**src/rtl/ram_arb_pkg.sv**
```systemverilog
// rtl/ram_arb_pkg.sv - shared types and constants for the single-port RAM arbiter
package ram_arb_pkg;

    localparam int NUM_REQ = 2;

    typedef logic req_idx_t;

    typedef struct packed {
        logic     valid;
        req_idx_t owner;
        logic     err;
        logic     is_write;
    } rsp_slot_t;

endpackage

```
**src/rtl/rr_arbiter2.sv**
```systemverilog
// rtl/rr_arbiter2.sv - two-way round-robin grant with last-granted pointer
module rr_arbiter2
    import ram_arb_pkg::*;
(
    input  logic               clk_i,
    input  logic               rst_i,
    input  logic [NUM_REQ-1:0] req_i,
    output logic [NUM_REQ-1:0] gnt_o,
    output req_idx_t           gnt_idx_o
);

    // rr_ptr holds the last granted index; hist_q marks that any grant has
    // happened since reset, so the first contention favours requester 0.
    req_idx_t rr_ptr;
    logic     hist_q;

    // Pick the winner for this cycle and build the one-hot grant.
    always_comb begin
        gnt_idx_o = 1'b0;
        case (req_i)
            2'b01:   gnt_idx_o = 1'b0;
            2'b10:   gnt_idx_o = 1'b1;
            2'b11:   gnt_idx_o = hist_q ? ~rr_ptr : 1'b0;
            default: gnt_idx_o = 1'b0;
        endcase
        gnt_o = 2'b00;
        if (|req_i) begin
            gnt_o = gnt_idx_o ? 2'b10 : 2'b01;
        end
    end

    // Remember the granted index on every grant.
    always_ff @(posedge clk_i or posedge rst_i) begin
        if (rst_i) begin
            rr_ptr <= 1'b0;
            hist_q <= 1'b0;
        end else if (|req_i) begin
            rr_ptr <= gnt_idx_o;
            hist_q <= 1'b1;
        end
    end

endmodule

```
**src/rtl/ram_1p_arbiter.sv**
```systemverilog
// rtl/ram_1p_arbiter.sv - shares one single-port word RAM between two req/gnt/rvalid masters (option: RAM_ARB_OUT_REG_EN)
module ram_1p_arbiter
    import ram_arb_pkg::*;
#(
    parameter int          SIZE      = 1024,
    parameter int          AW        = $clog2(SIZE),
    parameter logic [31:0] BASE_ADDR = 32'h0010_0000
) (
    input  logic                     clk_i,
    input  logic                     rst_i,
    input  logic [NUM_REQ-1:0]       req_i,
    output logic [NUM_REQ-1:0]       gnt_o,
    input  logic [NUM_REQ-1:0][31:0] addr_i,
    input  logic [NUM_REQ-1:0]       we_i,
    input  logic [NUM_REQ-1:0][3:0]  be_i,
    input  logic [NUM_REQ-1:0][31:0] wdata_i,
    output logic [NUM_REQ-1:0]       rvalid_o,
    output logic [31:0]              rdata_o,
    output logic                     err_o,
    output logic                     ram_valid_o,
    output logic [AW-1:0]            ram_addr_o,
    output logic [3:0]               ram_we_o,
    output logic [31:0]              ram_wdata_o,
    input  logic [31:0]              ram_rdata_i
);

    localparam logic [32:0] WIN_BYTES = 33'(SIZE) * 33'd4;

    req_idx_t    sel;
    logic        any_gnt;
    logic [31:0] sel_addr;
    logic [31:0] offset;
    logic        in_range;
    logic        unused_offset_bits;

    rr_arbiter2 u_arb (
        .clk_i     (clk_i),
        .rst_i     (rst_i),
        .req_i     (req_i),
        .gnt_o     (gnt_o),
        .gnt_idx_o (sel)
    );

    assign any_gnt  = |gnt_o;
    assign sel_addr = addr_i[sel];
    assign offset   = sel_addr - BASE_ADDR;
    assign in_range = (sel_addr >= BASE_ADDR) && ({1'b0, offset} < WIN_BYTES);

    // Byte lane bits and the part of the offset above the window never reach the RAM.
    assign unused_offset_bits = ^{offset[31:AW+2], offset[1:0]};

    // Out-of-range grants are accepted but never touch the RAM.
    assign ram_valid_o = any_gnt & in_range;
    assign ram_addr_o  = ram_valid_o ? offset[AW+1:2] : '0;
    assign ram_we_o    = (ram_valid_o & we_i[sel]) ? be_i[sel] : 4'b0000;
    assign ram_wdata_o = ram_valid_o ? wdata_i[sel] : 32'h0;

    rsp_slot_t slot_d;
    rsp_slot_t slot_q;

    // Describe the response owed for this cycle's grant.
    always_comb begin
        slot_d          = '0;
        slot_d.valid    = any_gnt;
        slot_d.owner    = sel;
        slot_d.err      = any_gnt & ~in_range;
        slot_d.is_write = we_i[sel];
    end

    // Response stage: lines up with the RAM's registered read data.
    always_ff @(posedge clk_i or posedge rst_i) begin
        if (rst_i) begin
            slot_q <= '0;
        end else begin
            slot_q <= slot_d;
        end
    end

    logic [NUM_REQ-1:0] rsp_rvalid;
    logic [31:0]        rsp_rdata;
    logic               rsp_err;

    // Steer the response to its owner; writes and errors return zero data.
    always_comb begin
        rsp_rvalid = '0;
        rsp_rdata  = 32'h0;
        rsp_err    = 1'b0;
        if (slot_q.valid) begin
            rsp_rvalid = slot_q.owner ? 2'b10 : 2'b01;
            rsp_err    = slot_q.err;
            if (!slot_q.err && !slot_q.is_write) begin
                rsp_rdata = ram_rdata_i;
            end
        end
    end

`ifdef RAM_ARB_OUT_REG_EN
    // Extra output stage to ease timing on the response path.
    always_ff @(posedge clk_i or posedge rst_i) begin
        if (rst_i) begin
            rvalid_o <= '0;
            rdata_o  <= 32'h0;
            err_o    <= 1'b0;
        end else begin
            rvalid_o <= rsp_rvalid;
            rdata_o  <= rsp_rdata;
            err_o    <= rsp_err;
        end
    end
`else
    assign rvalid_o = rsp_rvalid;
    assign rdata_o  = rsp_rdata;
    assign err_o    = rsp_err;
`endif

endmodule

```
**config.mk**
```make
export PLATFORM = sky130hd
export DESIGN_NAME = ram_1p_arbiter
export DESIGN_NICKNAME = d
export VERILOG_FILES = /design/src/rtl/ram_arb_pkg.sv /design/src/rtl/rr_arbiter2.sv /design/src/rtl/ram_1p_arbiter.sv
export SDC_FILE = /design/constraint.sdc
export NUM_CORES = 1
export LEC_CHECK = 0
export ABC_AREA = 1
export CAP_MARGIN = 20
export CORE_AREA = 2 2 101 103
export DETAILED_ROUTE_END_ITERATION = 6
export DIE_AREA = 0 0 103 105
export PLACE_DENSITY_LB_ADDON = 0.1
export SYNTH_ARGS = -nofsm -noshare
export SYNTH_HDL_FRONTEND = slang
export SYNTH_SLANG_ARGS = --single-unit
```
**constraint.sdc**
```tcl
create_clock -name clk_i -period 1.9 [get_ports clk_i]
set_input_delay 0.19 -clock clk_i [delete_from_list [all_inputs] [get_ports clk_i]]
set_output_delay 0.19 -clock clk_i [all_outputs]
set_load 0.005 [all_outputs]
```
==> out/qor.csv, run 1 <==
metric;value;unit
hold_path.class;in2async;
fmax;460;MHz
antenna_found_initial;1;
grt_pass1_wl;13.6;mm
slew_violations;0;
path_cells;inv_2 > nand2_2 > nand2_4 > buf_6 > nand3b_1 > nand2_1 > nand2_2 > nor2_4 > nand4_1 > buf_6 > clkbuf_16 > a21oi_2 > buf_2;
tightest_slew;0.323;ns
cp-end-kind;output port;
fin_nets;768;
p_per_area;234;nW/um^2
first_global_vias;2824;
dieHeight;105;microns
area_growth;177;%
antenna_left;0;
cp.arrival;1.98;ns
period_minus_slack;2.17;ns
port_buffers;253;
die_x;103;microns
cp_num_buf_inv;5;
min_period_over_period;114;%
synth_top_area_share;29.8;%
wl_per_cell;13.1;microns
fin_worst_skew;0.00224;ns
place_ws;-0.815;ns
ys_seq_area_share;9.32;%
path_depth;13;
place_congestion;0.803;
p_seq_share;13.6;%
overflow;0;
reg2reg_from;u_arb.hist_q;
syn_area_per_cell;4.91;sq um
crit_family;buffers and inverters;
via_count;2955;
r2r_end;slot_q[0];
clk_pin_slew;0.04;ns
syn_inst;328;
startpoint_type;register;
io_pins;258;
htree_levels;1;
yosysWarnings;0;
row_count;36;
power;1050;uW
synthesis.area;1610;sq um
power_leakage;0.00219;uW
clockRootBuffer;clkbuf_8;
track_usage;15.7;%
drive_above_1_share;24.2;%
rr_worst_depth;9;
power_switching;326;uW
cts_tree;done;
crit_type;reg2out;
p_sw_share;31.2;%
diodes;0;
cap_viol_max_count;0;
fin_ws;-0.274;ns
internal-power;719;uW
synthesis.nets;502;
first_pass_iters;4;
clock-sinks;6;
slowest_stage;dfrtp_1;
wl;9.47;mm
clockBufferDepth;2;
ys_types;20;
cp_max_fo;10;
p_comb_share;68.3;%
cp-endpoint;ram_wdata_o[28];
postCtsHoldBufs;0;
core;9640;sq um
finalSetupViolCount;47;
yosysTopAreaCell;nand2_1;
fill_cells;1050;
synthTopCellsByArea;nand2_1, a21oi_2, inv_1, nor2_1, dfrtp_1;
pwr-share-clk;18.2;%
drc;0;
hold_viol;0;
slew_headroom;78.5;%
multi_input_area;1290;sq um
vias_per_cell;4.08;
violations;negative setup slack;
die_area;10800;sq um
max_stage_delay;0.39;ns
ir_drop;0.160;mV
start_util;16.7;%
drt_iter0_markers;72;
seq_area;150;sq um
r2r_setup_slack;0.44;ns
crit_required;1.71;ns
startpoint;u_arb.rr_ptr;
rsz0062_at_grt;true;
cts_made_buffers;3;
dp_hpwl;7.58;mm
clk_latency;0.22;ns
grt_max_degree;33;
status;complete, but fails checks;
synth_seq_cells;6;
## power groups by stage
stage | Sequential [uW] | Clock, uW | Combinational, uW
2_1_floorplan | 141 | 0 | 211
5_1_grt | 143 | 203 | 785
4_1_cts | 142 | 196 | 695
3_5_place_dp | 143 | 0 | 679
6_report | 142 | 190 | 714
3_3_place_gp | 142 | 0 | 673
## worst reg2reg max path, delay by kind of cell (launching register included)
family | cells | cell delay [ns]
DFF | 1 | 0.38
AOI/OAI and AO/OA | 1 | 0.11
buffers and inverters | 4 | 0.39
and+or+nand+nor | 4 | 0.48
## cell usage in the layout (no fill, tap or decap), types with 2 or more instances in the layout
master,synthesis,layout
inv_1,55,54
nand2_1,128,124
dfrtp_1,6,6
buf_4,1,17
nand3_2,0,3
nor2_1,52,49
dlymetal6s2s_1,0,3
buf_2,4,47
nand2_2,4,5
o21ai_0,2,2
nor3_4,0,2
or2_2,2,2
nor2_2,1,3
clkbuf_16,0,3
a21oi_2,29,39
a21oi_4,0,2
o21ai_1,4,3
nand2_4,0,4
buf_6,5,5
nor3_2,0,2
clkbuf_8,0,3
clkdlybuf4s50_1,0,201
nand3_1,6,3
## final cells by class
type | instances | area share (%)
Tap cell | 133 | 3.73
Sequential cell | 6 | 3.37
Inverter | 55 | 4.63
Clock buffer | 3 | 0.925
Multi-Input combinational cell | 248 | 29.0
Timing Repair Buffer | 280 | 58.4
## routing by layer
metal | GRT usage [%] | part of all wire (%) | vias up
met5 | 0 | 0.17 | -
met1 | 16.7 | 35 | 1263
li1 | - | - | 1506
met2 | 30.2 | 52 | 173
met4 | 2.82 | 1.4 | 2
met3 | 4.55 | 12 | 11
## timing repair
action                     CTS  global route
gates resized for setup    202            35
gates cloned                 1             5
setup endpoints to repair   48            65
pin swaps                    1             3
buffers inserted             3             1
## kinds of logic after synthesis
logic type	Yosys count	synth area share, %
buffers and inverters	75	20.4
flip-flops	6	9.32
AO/OA/AOI/OAI	48	21.7
AND/OR/NAND/NOR	199	48.6
## sequential cells by signal, summed over array words and instances, names as in the netlist
signal,flops
u_arb.rr_ptr,1
slot_q,4
u_arb.hist_q,1
## how the worst min path moves through the flow
stage	slack, ns	to	startpoint	cells past startpoint
global placement	0.42	slot_q[2]	rst_i	2
detailed placement	0.43	slot_q[2]	rst_i	2
floorplan	-0.02	slot_q[0]	rst_i	1
finish	0.18	slot_q[2]	rst_i	2
CTS	0.19	slot_q[2]	rst_i	2
global route	0.22	slot_q[2]	rst_i	2
## through the flow
stage | cell area, sq um | hold WS, ns | std cells | TNS, ns | util, %
global placement | 4340 | 0.418 | 712 | -34.16 | 45.0
finish | 4460 | 0.181 | 725 | -10.80 | 46.3
CTS | 4270 | 0.192 | 719 | -11.16 | 44.3
detailed placement | 4340 | 0.430 | 712 | -36.12 | 45.0
floorplan | 1610 | -0.0190 | 328 | 0 | -
global route | 4460 | 0.215 | 725 | -17.00 | 46.3
## synth_stat cells, drive strengths merged
library cell and n:
nand2 132, nand3 6, inv 55, or2 2
dfrtp 6, nor3 4, nor2 53, nand4 1
a21oi 42, clkbuf 9, o21ai 6, nand3b 1
buf 11
(Power assumes the default switching activity.)
==> run 2: changes to the inputs <==
--- a/config.mk
+++ b/config.mk
@@ -10,7 +10,8 @@
 export CORE_AREA = 2 2 101 103
 export DETAILED_ROUTE_END_ITERATION = 6
 export DIE_AREA = 0 0 103 105
-export PLACE_DENSITY_LB_ADDON = 0.1
+export PLACE_DENSITY_LB_ADDON = 0.05
 export SYNTH_ARGS = -nofsm -noshare
 export SYNTH_HDL_FRONTEND = slang
 export SYNTH_SLANG_ARGS = --single-unit
+export TNS_END_PERCENT = 100
==> out/qor.csv, run 2 (synthesis gave the netlist of run 1 again) <==
metric;value;unit;change
status;complete, but fails checks;;
violations;negative setup slack;;
p_per_area;224;nW/um^2;-4.3%
ir_drop;0.151;mV;-6.1%
dp_hpwl;7.63;mm;+0.70%
cp_max_fo;5;;-5
clk_pin_slew;0.03;ns;about the same
fin_tns_setup;-15.06;ns;-4.27 ns
fill_cells;1036;;-1.3%
clock-sinks;6;;unchanged
top_regs;slot_q: 4 flops, u_arb.hist_q: 1 flops, u_arb.rr_ptr: 1 flops;;
fin_worst_skew;0.000346;ns;-0.00190 ns
hold_path.class;in2async;;
vias_per_cell;4.05;;-0.56%
layout_common_cells;clkdlybuf4s50_1, nand2_1, inv_1;;
die_x;103;microns;unchanged
rsz0062_at_grt;true;;
core;9640;sq um;unchanged
min_period_over_period;119;%;+4.8 points
top_register;slot_q;;
drt_iter0_markers;64;;-11%
instances_no_fill;733;;+1.1%
seq_area;150;sq um;unchanged
cts_tree;done;;
clk_latency;0.22;ns;about the same
cp_num_buf_inv;6;;+1
slew_violations;0;;unchanged
slowest_stage;dfrtp_1;;
wl;9.70;mm;+2.4%
multi_input_area;1250;sq um;-3.0%
max_stage_delay;0.38;ns;about the same
cp.arrival;2.07;ns;+0.09 ns
cts_made_buffers;3;;unchanged
postCtsHoldBufs;0;;unchanged
die_area;10800;sq um;unchanged
clockBufferDepth;2;;unchanged
dpl-instance-area;4320;sq um;-0.35%
port_buffers;253;;unchanged
first_global_vias;3007;;+6.5%
diodes;0;;unchanged
htree_levels;1;;unchanged
fin_ws;-0.364;ns;-0.0906 ns
start_util;16.7;%;unchanged
via_count;2971;;+0.54%
io_pins;258;;unchanged
grt_max_degree;33;;unchanged
cap_viol_max_count;0;;unchanged
row_count;36;;unchanged
first_pass_iters;4;;unchanged
fin_nets;776;;+1.0%
final_common_cell;clkdlybuf4s50_1;;
hold_viol;0;;unchanged
antenna_left;0;;unchanged
startpoint_type;register;;
largest_reg_flops;4;;unchanged
fmax;442;MHz;-4.0%
wl_per_cell;13.2;microns;+1.2%
slew_headroom;78.9;%;+0.41 points
track_usage;16.7;%;+0.92 points
crit_family;buffers and inverters;;
finalSetupViolCount;47;;unchanged
crit_type;reg2out;;
path_cells;inv_2 > nand2_2 > nand2_4 > buf_6 > nand3b_1 > nand2_1 > nand2_1 > nor2_2 > nand4_1 > buf_6 > buf_12 > clkbuf_16 > a21oi_1 > buf_2;;
fin_area;4600;sq um;+3.0%
power_leakage;0.00222;uW;+1.8%
overflow;0;;unchanged
dieHeight;105;microns;unchanged
drive_above_1_share;25.0;%;+0.84 points
clockRootBuffer;clkbuf_8;;
area_growth;185;%;
grt_pass1_wl;14.3;mm;+5.1%
tightest_slew;0.317;ns;-0.00608 ns
place_congestion;0.797;;-0.72%
dpl.cell_count;710;;-0.28%
cp-end-kind;output port;;
final_core_util;47.7;%;+1.4 points
antenna_found_initial;0;;-1
drc;0;;unchanged
crit_required;1.71;ns;about the same
period_minus_slack;2.26;ns;+0.0906 ns
## run 2: changes by cell type in the layout (fill, tap and decap cells not counted), sizes merged
cell / before / now
clkdlybuf4s50: 201 / 203
buf: 71 / 82
nand2: 133 / 132
clkbuf: 7 / 4
dlymetal6s2s: 3 / 1
dlygate4sd2: 1 / 2
## run 2: worst paths after layout
kind | start | end | slack (ns) | cells past startpoint
hold reg to reg | u_arb.hist_q | u_arb.hist_q | 0.51 | 2
setup / recovery | u_arb.rr_ptr | ram_addr_o[0] | -0.36 | 14
hold / removal | rst_i | slot_q[2] | 0.20 | 2
setup reg to reg | u_arb.hist_q | slot_q[1] | 0.03 | 17
max in group asynchronous | rst_i | u_arb.rr_ptr | 1.51 | 2
min in group clk_i | u_arb.hist_q | u_arb.hist_q | 0.51 | 2
## run 2: timing repair
action,4_1_cts,5_1_grt
cloned,6,1
gates resized for setup,233,11
endpoints found under the setup margin,48,52
endpoints found under the hold margin,0,0
pin swaps,4,4
buffers inserted,9,4
## run 2: cell type report
cell class,instances,share of cell area [%]
inverter,55,4.55
timing repair buffer,289,60.4
tap,133,3.62
sequential,6,3.27
clock buffer,3,0.898
multi-input combinational,247,27.3
## run 2: worst register-to-register path: cells and delay by family (launching register included)
kind	cells	cell delay (ns)
buf+inv	9	0.94
simple gates	8	0.52
flops	1	0.36
## run 2: per-stage QoR
step	total power [uW]	setup WS, ns	hold slack [ns]
detailed placement	815	-0.794	0.436
floorplan	352	0.205	-0.0190
global placement	811	-0.709	0.424
global route	1110	-0.476	0.237
finish	1030	-0.364	0.204
CTS	1030	-0.338	0.214
## run 2: layer usage
metal | track usage, % | up-vias | share of wire, %
li1 | - | 1521 | -
met1 | 16.1 | 1266 | 35
met2 | 32.8 | 168 | 52
met3 | 4.55 | 16 | 10
met4 | 5.26 | 0 | 3.0
met5 | 0 | - | 0
## run 2: power by group
group / total (uW) / internal [uW] / leakage, uW / switching, uW
Clock: 184 / 136 / 0.0000216 / 48.4
Combinational: 705 / 446 / 0.00214 / 259
Sequential: 141 / 137 / 0.0000650 / 4.58
Total: 1030 / 718 / 0.00222 / 312
